**src/rtl/mem_pkg.sv**
```systemverilog
// Shared constants and FSM state type for the MEM-stage data-memory access controller.
package mem_pkg;

  localparam logic [1:0] MEM_B            = 2'b00;
  localparam logic [1:0] MEM_H            = 2'b01;
  localparam logic [1:0] MEM_W            = 2'b10;
  localparam int         MEM_UNSIGNED_BIT = 2;

  typedef enum logic [1:0] {
    S_IDLE = 2'b00,
    S_WAIT = 2'b01,
    S_DONE = 2'b10
  } mem_state_t;

endpackage

```
**src/rtl/load_extend.sv**
```systemverilog
// Lane select and sign/zero extension of a loaded word; pure combinational, reusable by a cache.
module load_extend
  import mem_pkg::*;
(
  input  logic [31:0] i_word,
  input  logic [1:0]  i_addr_lo,
  input  logic [2:0]  i_fmt,
  output logic [31:0] o_result
);

  logic [7:0]  w_byte;
  logic [15:0] w_half;
  logic        w_uns;

  assign w_byte = i_word[{i_addr_lo, 3'b000} +: 8];
  assign w_half = i_word[{i_addr_lo[1], 4'b0000} +: 16];
  assign w_uns  = i_fmt[MEM_UNSIGNED_BIT];

  always_comb begin
    o_result = i_word;
    case (i_fmt[1:0])
      MEM_B:   o_result = w_uns ? {24'h0, w_byte} : {{24{w_byte[7]}}, w_byte};
      MEM_H:   o_result = w_uns ? {16'h0, w_half} : {{16{w_half[15]}}, w_half};
      default: o_result = i_word;
    endcase
  end

endmodule

```
**src/rtl/mem_access_ctrl.sv**
```systemverilog
// MEM-stage load/store controller: req/ack handshake, stall request, write mask and load extension.
// Optional WAIT timeout abort is built when MEM_TIMEOUT_EN is defined.
module mem_access_ctrl
  import mem_pkg::*;
#(
  parameter int TIMEOUT_CYC = 64
) (
  input  logic        clk,
  input  logic        rstn,
  input  logic        mem_r_MEM,
  input  logic        mem_w_MEM,
  input  logic [2:0]  u_b_h_w_MEM,
  input  logic [31:0] addr_MEM,
  input  logic [31:0] wdata_MEM,
  output logic        dmem_req,
  output logic        dmem_we,
  output logic [31:0] dmem_addr,
  output logic [31:0] dmem_wdata,
  output logic [3:0]  dmem_wmask,
  input  logic        dmem_ack,
  input  logic [31:0] dmem_rdata,
  output logic        stall_req_MEM,
  output logic [31:0] rdata_MEM,
  output logic        misalign_MEM,
  output logic        timeout_MEM
);

  mem_state_t  r_state, w_state_nxt;
  logic [31:0] r_addr, r_wdata, r_rdata;
  logic [3:0]  r_wmask;
  logic [2:0]  r_fmt;
  logic        r_we, r_is_load;

  logic        w_access, w_aligned, w_go, w_idle, w_req, w_to_hit, w_timeout_fire;
  logic [3:0]  w_wmask_c;
  logic [31:0] w_wdata_c, w_ext;

  assign w_access = mem_r_MEM | mem_w_MEM;
  assign w_idle   = (r_state == S_IDLE);

  always_comb begin
    case (u_b_h_w_MEM[1:0])
      MEM_B:   w_aligned = 1'b1;
      MEM_H:   w_aligned = ~addr_MEM[0];
      default: w_aligned = (addr_MEM[1:0] == 2'b00);
    endcase
  end

  // rstn gates the request so an outstanding transaction drops the instant reset asserts
  assign w_go = w_access & w_aligned & rstn;

  always_comb begin
    w_wmask_c = 4'b0000;
    w_wdata_c = wdata_MEM;
    case (u_b_h_w_MEM[1:0])
      MEM_B: begin
        w_wmask_c = 4'b0001 << addr_MEM[1:0];
        w_wdata_c = {4{wdata_MEM[7:0]}};
      end
      MEM_H: begin
        w_wmask_c = 4'b0011 << {addr_MEM[1], 1'b0};
        w_wdata_c = {2{wdata_MEM[15:0]}};
      end
      default: w_wmask_c = 4'b1111;
    endcase
    if (!mem_w_MEM) w_wmask_c = 4'b0000;
  end

  always_comb begin
    w_state_nxt    = r_state;
    w_timeout_fire = 1'b0;
    case (r_state)
      S_IDLE: if (w_go) w_state_nxt = dmem_ack ? S_DONE : S_WAIT;
      S_WAIT: begin
        if (dmem_ack) begin
          w_state_nxt = S_DONE;
        end else if (w_to_hit) begin
          w_state_nxt    = S_DONE;
          w_timeout_fire = 1'b1;
        end
      end
      S_DONE:  w_state_nxt = S_IDLE;
      default: w_state_nxt = S_IDLE;
    endcase
  end

  assign w_req = (w_idle & w_go) | (r_state == S_WAIT);

  always_ff @(posedge clk or negedge rstn) begin
    if (!rstn) begin
      r_state   <= S_IDLE;
      r_addr    <= '0;
      r_wdata   <= '0;
      r_wmask   <= '0;
      r_fmt     <= '0;
      r_we      <= 1'b0;
      r_is_load <= 1'b0;
      r_rdata   <= '0;
    end else begin
      r_state <= w_state_nxt;
      if (w_idle && w_go) begin
        r_addr    <= addr_MEM;
        r_wdata   <= w_wdata_c;
        r_wmask   <= w_wmask_c;
        r_fmt     <= u_b_h_w_MEM;
        r_we      <= mem_w_MEM;
        r_is_load <= mem_r_MEM;
      end
      if (w_req && dmem_ack) r_rdata <= dmem_rdata;
      else if (w_timeout_fire) r_rdata <= '0;
    end
  end

`ifdef MEM_TIMEOUT_EN
  localparam int CW = $clog2(TIMEOUT_CYC + 1);
  logic [CW-1:0] r_wait_cnt;
  logic          r_timeout;

  // down-counter loaded on entry to WAIT; terminal count 1 marks the last allowed WAIT cycle
  always_ff @(posedge clk or negedge rstn) begin
    if (!rstn) begin
      r_wait_cnt <= '0;
      r_timeout  <= 1'b0;
    end else begin
      r_timeout <= w_timeout_fire;
      if (w_idle && w_state_nxt == S_WAIT) r_wait_cnt <= CW'(TIMEOUT_CYC);
      else if (r_state == S_WAIT)
        r_wait_cnt <= (w_state_nxt != S_WAIT) ? '0 : r_wait_cnt - CW'(1);
    end
  end

  assign w_to_hit    = (r_wait_cnt == CW'(1));
  assign timeout_MEM = r_timeout;
`else
  assign w_to_hit    = 1'b0;
  assign timeout_MEM = 1'b0;
`endif

  load_extend u_load_extend (
    .i_word    (r_rdata),
    .i_addr_lo (r_addr[1:0]),
    .i_fmt     (r_fmt),
    .o_result  (w_ext)
  );

  assign dmem_req      = w_req;
  assign dmem_we       = w_idle ? (w_go & mem_w_MEM) : r_we;
  assign dmem_addr     = w_idle ? {addr_MEM[31:2], 2'b00} : {r_addr[31:2], 2'b00};
  assign dmem_wdata    = w_idle ? w_wdata_c : r_wdata;
  assign dmem_wmask    = w_idle ? (w_go ? w_wmask_c : 4'b0000) : r_wmask;
  assign stall_req_MEM = w_go & (r_state != S_DONE);
  assign misalign_MEM  = w_access & ~w_aligned;
  assign rdata_MEM     = (r_state == S_DONE && r_is_load) ? w_ext : '0;

endmodule

```
**config.mk**
```make
export PLATFORM = sky130hd
export DESIGN_NAME = mem_access_ctrl
export DESIGN_NICKNAME = d
export VERILOG_FILES = /design/src/rtl/mem_pkg.sv /design/src/rtl/load_extend.sv /design/src/rtl/mem_access_ctrl.sv
export SDC_FILE = /design/constraint.sdc
export NUM_CORES = 1
export LEC_CHECK = 0
export CAP_MARGIN = 0
export CORE_MARGIN = 5
export CORE_UTILIZATION = 55
export DETAILED_ROUTE_END_ITERATION = 12
export DONT_BUFFER_PORTS = 1
export PLACE_DENSITY = 0.82
export SLEW_MARGIN = 20
export SYNTH_ARGS = -nofsm -noshare
export SYNTH_HDL_FRONTEND = slang
export SYNTH_HIERARCHICAL = 1
export SYNTH_SLANG_ARGS = --single-unit
```
**constraint.sdc**
```tcl
create_clock -name clk -period 2.95 [get_ports clk]
set_clock_uncertainty 0.2 [all_clocks]
set_input_delay 0.7375 -clock clk [delete_from_list [all_inputs] [get_ports clk]]
set_output_delay 0.7375 -clock clk [all_outputs]
set_load 0.005 [all_outputs]
```
==> run summary, run 1 <==
The run finished, with violations left. The checks that failed: negative hold slack. The share of total power in the clock network came out at 0.239.

The register-to-register setup slack came out at about 650 ps. In the synthesized netlist the async set-or-reset flop fraction comes to 1.00. Setup repair after global routing left no endpoint under its margin.

The part of the power in combinational logic is 0.347. The synthesized netlist cell count is 854. The final routed wirelength across all metal layers came out at 21400 um. On the critical path the largest part of the delay comes from flip-flops. The worst setup path is launched from a flip-flop. The worst-path maximum fanout came out at 16.

The count of final setup violators came out at 0. The share of total power dissipated in sequential elements is 0.413. The final total negative setup slack is 0 ps. For this configuration, the core starts out at a cell density of 0.566. The worst setup path is of the reg -> out kind. In this run the tool buffered the top-level ports with 0 buffer cells.

The clock slew seen by the registers of the worst setup and hold paths is 80 ps. The cell area after synthesis is 7550 um^2. TritonCTS built the clock tree. The area growth from synthesis to layout came out at 5.35%.

The first global-routing pass estimated 34600 um of wire. Global routing finished with a remaining overflow of 0. The instance count on the critical path is 6.

The register bit total from synthesis is 107. Of the total power, the share spent switching nets is 0.359. The final hold violation count came out at between 100 and 150. The repair_antennas step left the layout with diodes totalling 0.

The count of standard-cell rows is 42. The final critical-path share of the clock period is 0.969. The congestion estimate from routability-driven global placement came to 0.932. Counting cells, the worst reg-to-reg path comes to 5. The routed design could run at a clock period as short as 2860 ps. Yosys mapped the design onto 43 distinct sky130hd cell types. The core area came out at 13300 um^2.

The share of the synthesized area in the top cell type is 0.355. The area occupied by multi-input gates is 4400 um^2. The total half-perimeter wirelength after legalization and detailed placement came out at between 10000 and 15000 um. The sequential cell area fraction in the yosys report is 0.355. For this design the top-level I/O count stands at 209. The library cell used most frequently in the layout, excluding fill and tap cells, is sky130_fd_sc_hd__nand2_1. Data on the critical path arrives at its endpoint at 1920 ps.

The via count of the first global-routing pass is 6273. The worst setup margin is slightly above 90 ps. The worst register-to-register path begins at r_state[1]$_DFFE_PN0P_. The largest voltage drop on the vdd net came out at roughly 0.36 mV. Walking the worst path, the cells encountered are mux2_2 -> a22oi_2 -> and2_1 -> buf_8 -> a21oi_1 -> and3_1. The detailed router finished its first iteration with ~800 violations. In the final design database the tool counted 911 nets. The post-detailed-route count of antenna-violating nets is 0. The die span in x is 127 um. The capture point of the worst reg-to-reg path is r_addr[9]$_DFFE_PN0P_. The buffer and inverter count on the worst path came out at 1. The largest individual stage delay along the critical path comes from the cell sky130_fd_sc_hd__dfrtp_1. The slew of the pin with the lowest slew margin came out at 792 ps. The power per standard cell area is 646 nW/um^2. The total number of vias came out at about 6500. The final-report max-slew violation count came out at 0. The master cell of the clock root buffer is sky130_fd_sc_hd__clkbuf_16. Using the TritonRoute via totals, the vias-per-cell ratio works out to 6.62.

STA classifies the critical path endpoint as a primary output. The total number of clock tree sinks is roughly 110. The synthesized design contains 0 enable-type register cells. The register cell area after layout came out at between 2000 and 3000 um^2. The relative max-transition margin came out at 0.472.

The detailed-route DRC error count came out at 0. The filler cells instantiated in the layout total 1139. The total routing resource utilization after global routing is 0.263. The synthesized design spends more area on one cell type than any other, namely sky130_fd_sc_hd__dfrtp_1. Of the cells placed in the final design, the portion with a size suffix greater than 1 is 0.176. The dominant synthesized flop cell is sky130_fd_sc_hd__dfrtp_1. The clock latency reported for the late side of the worst-skew pair is 350 ps. Yosys attributes the largest share of cell area to sky130_fd_sc_hd__dfrtp_1 35%, sky130_fd_sc_hd__nand2_1 8.5%, sky130_fd_sc_hd__mux2_2 6.9%. The number of buffers created by CTS came out at 9.

The first-pass detailed-route iteration total is 6. The initial antenna violation count is 0. The worst hold-check slack is -136 ps.

The total of warnings raised by yosys came out at 6. Summed over all nets, the switching power comes to 1.84 mW. The overall die area came out at 16200 um^2.

The internal power component came out at 3.29 mW. The minimum setup slack after placement is 334 ps. The tightest min-delay check is of the in -> async type. The maximum clock insertion buffer count is 2. The wire length per cell after detailed routing is 21.7 um.

The number of levels the H-tree was split into is 3. The standby leakage power is 3.52 nW. The largest net degree at the start of global routing is 114. The synthesized area per cell is 8.84 um^2.

The largest stage delay on the critical path came out at 400 ps. Based on the critical path, the design can be clocked at up to 350 MHz. In this run the vertical extent of the chip is roughly 130 um. The max capacitance violation total is 0. Data on the critical path is required at its endpoint by about 2000 ps.

In the layout the commonest cells are 170 x sky130_fd_sc_hd__nand2_1, 106 x sky130_fd_sc_hd__dfrtp_1, 46 x sky130_fd_sc_hd__mux2_2.
[final cells by class]
class,count,share of cell area
repair buffers,30,0.0355
clock inverters,6,0.00708
inverters,20,0.00944
flip-flops and latches,107,0.337
multi-input cells,639,0.553
well taps,176,0.0277
clock buffers,10,0.0300
[worst register-to-register path, stage by stage, from the launching register on]
cell,delay [ps]
sky130_fd_sc_hd__dfrtp_1,460
sky130_fd_sc_hd__nor2_4,240
sky130_fd_sc_hd__buf_12,270
sky130_fd_sc_hd__o211a_4,390
sky130_fd_sc_hd__buf_12,260
sky130_fd_sc_hd__mux2_2,370
[repair_timing]
action                     in CTS  in global routing
hold endpoints to repair      107                107
setup buffers                   0                  0
setup endpoints to repair       0                 17
resized for setup               0                  4
[cells in the mapped netlist, drive strengths merged (3+ instances only)]
master and instances:
clkbuf 58, o31ai 32, nor2b 44, buf 32, a21oi 37, nor3 3, and3 32, o21ai 37
and4b 32, or2 4, dfrtp 107, inv 20, a22oi 9, mux2i 41, o2bb2ai 3, o211ai 33
nor2 7, nand2 170, a221oi 32, nand3 33, mux2 69
[state kept, by name, summed over array words and instances (netlist names)]
name / flops
r_addr: 32
r_fmt: 3
r_is_load: 1
r_rdata: 32
r_state: 2
r_wdata: 32
r_we: 1
r_wmask: 4
[cells by family (layout without fill, tap and decap cells)]
family          count (synthesis)  count (layout)  share of synthesized area
compound gates                194             194                      0.182
buf+inv                       110              66                     0.0664
flops                         107             107                      0.355
mux                           110             110                      0.169
other cells                     1               3                   0.000497
simple gates                  332             332                      0.228
[power by group through the flow]
stage               Sequential (mW)  Combinational [mW]  Clock [mW]
floorplan                      2.01                1.49           0
global placement               2.12                1.71           0
detailed placement             2.13                1.75           0
CTS                            2.12                1.76        1.25
global route                   2.17                1.97        1.32
finish                         2.12                1.78        1.23
[worst max path at each step]
stage	slack [ps]	startpoint	to
final	90	r_addr[1]$_DFFE_PN0P_	rdata_MEM[30]
after CTS	30	r_addr[0]$_DFFE_PN0P_	rdata_MEM[2]
after floorplan	280	addr_MEM[0]	stall_req_MEM
after detailed placement	330	u_b_h_w_MEM[0]	dmem_wdata[10]
after global placement	400	u_b_h_w_MEM[0]	dmem_wdata[13]
after global routing	0.9	r_addr[1]$_DFFE_PN0P_	rdata_MEM[21]
[metal layers]
layer / global-route usage / routed length, um / vias to the layer above
met3: 0.0843 / 2520 / 42
met2: 0.415 / 10200 / 381
met4: 0.0946 / 575 / 0
met5: 0 / 0 / -
li1: - / - / 2976
met1: 0.342 / 8170 / 3142
[per-stage QoR]
stage | area [um^2] | util | total power, mW | cells
4_1_cts | 7940 | 0.595 | 5.12 | 988
3_3_place_gp | 7650 | 0.573 | 3.83 | 972
2_1_floorplan | 7560 | - | 3.50 | 856
6_report | 7960 | 0.596 | 5.14 | 988
3_5_place_dp | 7650 | 0.573 | 3.89 | 972
5_1_grt | 7960 | 0.596 | 5.45 | 988
(Power assumes the default switching activity.)
==> run 2, diff against run 1 <==
--- a/config.mk
+++ b/config.mk
@@ -6,7 +6,7 @@
 export NUM_CORES = 1
 export LEC_CHECK = 0
 export CAP_MARGIN = 0
-export CORE_MARGIN = 5
+export CORE_MARGIN = 3
 export CORE_UTILIZATION = 55
 export DETAILED_ROUTE_END_ITERATION = 12
 export DONT_BUFFER_PORTS = 1
==> run summary, run 2 (synthesis gave the netlist of run 1 again) <==
The post-detailed-route count of antenna-violating nets is 0. The relative max-transition margin came out at 0.482. The number of fill cells came out at roughly 1200. TritonCTS built the clock tree. After global routing the overflow that remains totals 0. The largest voltage drop on the vdd net came out at 0.361 mV. The time the final worst path needs with I/O delays and setup came out at 2920 ps. The final routed wirelength across all metal layers came out at about 21000 um. The count of routing violations after the opening detailed-route iteration is 799. The highest achievable clock rate came out at between 300 and 400 MHz. The final-report max-slew violation count came out at 0.

The via count of the first global-routing pass came out at ~6000. From synthesis to final layout, the design area changed by 5.80%. In the layout the commonest cells are 170 x sky130_fd_sc_hd__nand2_1, 106 x sky130_fd_sc_hd__dfrtp_1, 46 x sky130_fd_sc_hd__mux2_2.

The die covers 15200 um^2. The critical path in this run is classified as reg -> out. Setup repair after global routing could not meet its margin everywhere. In the final layout, the share of cells above drive strength 1 is 0.170.

The critical path data required time came out at 2010 ps. For this design the ratio of total power to cell area is 663 nW/um^2. The endpoint identified for the worst register-to-register timing path is r_addr[6]$_DFFE_PN0P_. For this design the static power due to leakage is between 3 and 4 nW.

The tool flagged a number of max-cap violations equal to 0. The wire length of the first global-routing pass came out at around 33000 um. Once detailed placement completed, the half-perimeter wirelength came to 13800 um. The count of standard-cell rows is 42. The worst-path maximum fanout came out at 16. The number of buffers created by CTS is 9. In this run the worst setup path begins at r_rdata[7]$_DFFE_PN0P_. The overall die height is between 100 and 150 um. The starting utilization of the core area is 0.566. STA classifies the critical path endpoint as a primary output. In the final layout, flip-flops and latches occupy 2680 um^2. Clock tree synthesis selected as its root buffer the cell sky130_fd_sc_hd__clkbuf_16.

The wire length per cell after detailed routing came out at 21.3 um. The final non-filler cell area came out at 7990 um^2. The largest net degree at the start of global routing came out at roughly 110. The number of levels the H-tree was split into is 3. The final hold violation count came out at around 110. The flow ran to the end, but the final reports show violations. At the end of routability-driven placement, the weighted congestion stood at 0.926. The number of inserted diodes came out at 0. In the final layout, the registers with the most flip-flops are r_addr (32), r_rdata (32), r_wdata (32). The number of cells traversed by the worst register-to-register path is 5. The checks that failed: negative hold slack. The capture point of the worst path is rdata_MEM[22]. The largest stage delay on the critical path is 460 ps.

The maximum clock insertion buffer count is 2. The startpoint identified for the worst register-to-register timing path is r_state[0]$_DFFE_PN0P_. The I/O pin total came out at 209. Traced cell by cell, the critical path runs through mux2_2 -> a22oi_2 -> and2_1 -> buf_6 -> a21oi_1 -> and3_1. In this run the register-to-register setup slack is approximately 590 ps. Clock latency on the worst-skew pair, taken at its later pin, is 350 ps. The placed instances occupy a cell area of 7610 um^2. The number of setup buffers added after CTS is 0. The die span in x is 123 um.

At the pin with the least slew margin, the transition time is 777 ps. STA classifies the critical path startpoint as a flip-flop. The final total negative setup slack is 0 ps. The core area came out at 13300 um^2. The total routing resource utilization after global routing came out at 0.273.

The multi-input combinational cells in the finished layout cover a total of 4420 um^2. The cell with the largest stage delay on the worst path is sky130_fd_sc_hd__dfrtp_1. For this block, the via count after detailed routing is 6468. The first-pass detailed-route iteration total came out at 7. The path category of the worst min-delay check is in -> async. The via density per instance is 6.59. Data arrives at the worst endpoint at 1980 ps. The final critical-path share of the clock period is 0.988. The count of input and output buffers came out at 0.

After detailed routing, the number of remaining DRC violations is 0. Setup violations remaining at the end of the flow were counted as 0. Hold timing on the final database bottoms out at a slack of -120 ps.

The clock slew seen by the registers of the worst setup and hold paths is 70 ps. The net total in the final layout is 905. The total number of clock tree sinks came out at 107. Leaving out fill and tap cells, the most frequent cell in the layout is sky130_fd_sc_hd__nand2_1. The initial antenna violation count came to 1.
run 2: area by class of cell:
| cell class | instances | share of cell area |
|---|---|---|
| flip-flops and latches | 107 | 0.335 |
| multi-input cells | 639 | 0.554 |
| clock buffers | 9 | 0.0282 |
| clock inverters | 6 | 0.0141 |
| well taps | 176 | 0.0276 |
| inverters | 20 | 0.00940 |
| repair buffers | 24 | 0.0318 |
run 2: metrics by stage:
step / worst slack [ps] / std cells / power [mW] / utilization / hold WS [ps]
after global routing: -4.54 / 981 / 5.59 / 0.599 / -139
after floorplan: 281 / 856 / 3.50 / - / 242
after detailed placement: 222 / 966 / 3.86 / 0.570 / 249
final: 34.5 / 981 / 5.29 / 0.599 / -120
after CTS: 27.6 / 981 / 5.27 / 0.596 / -136
after global placement: 314 / 966 / 3.80 / 0.570 / 249
run 2: timing repair:
| action | CTS | global route |
|---|---|---|
| hold endpoints to repair | 107 | 107 |
| endpoints found under the setup margin | 8 | 43 |
| resized for setup | 1 | 7 |
run 2: critical path, delay by kind of cell, from the launching register on:
family	cells	cell delay (ps)
and+or+nand+nor	2	390
AOI/OAI and AO/OA	2	270
DFF	1	460
muxes	1	310
buffers and inverters	1	200
run 2: worst min-delay path by stage:
| stage | start | end | slack (ps) | depth (start not counted) |
|---|---|---|---|---|
| after global placement | rstn | r_rdata[25]$_DFFE_PN0P_ | 250 | 0 |
| after CTS | rstn | r_rdata[17]$_DFFE_PN0P_ | -140 | 0 |
| after global routing | rstn | r_rdata[17]$_DFFE_PN0P_ | -140 | 0 |
| after floorplan | rstn | r_addr[0]$_DFFE_PN0P_ | 240 | 0 |
| after detailed placement | rstn | r_rdata[28]$_DFFE_PN0P_ | 250 | 0 |
| final | rstn | r_rdata[22]$_DFFE_PN0P_ | -120 | 0 |
run 2: power breakdown:
group | internal [mW] | switching, mW
Clock | 0.831 | 0.570
Sequential | 1.82 | 0.301
Combinational | 0.844 | 0.927
run 2: metal layers:
metal	GRT usage	routed length (um)	vias up
met3	0.0659	2200	48
met2	0.419	9750	358
met1	0.368	8270	3098
li1	-	-	2962
met5	0	13	-
met4	0.118	631	2
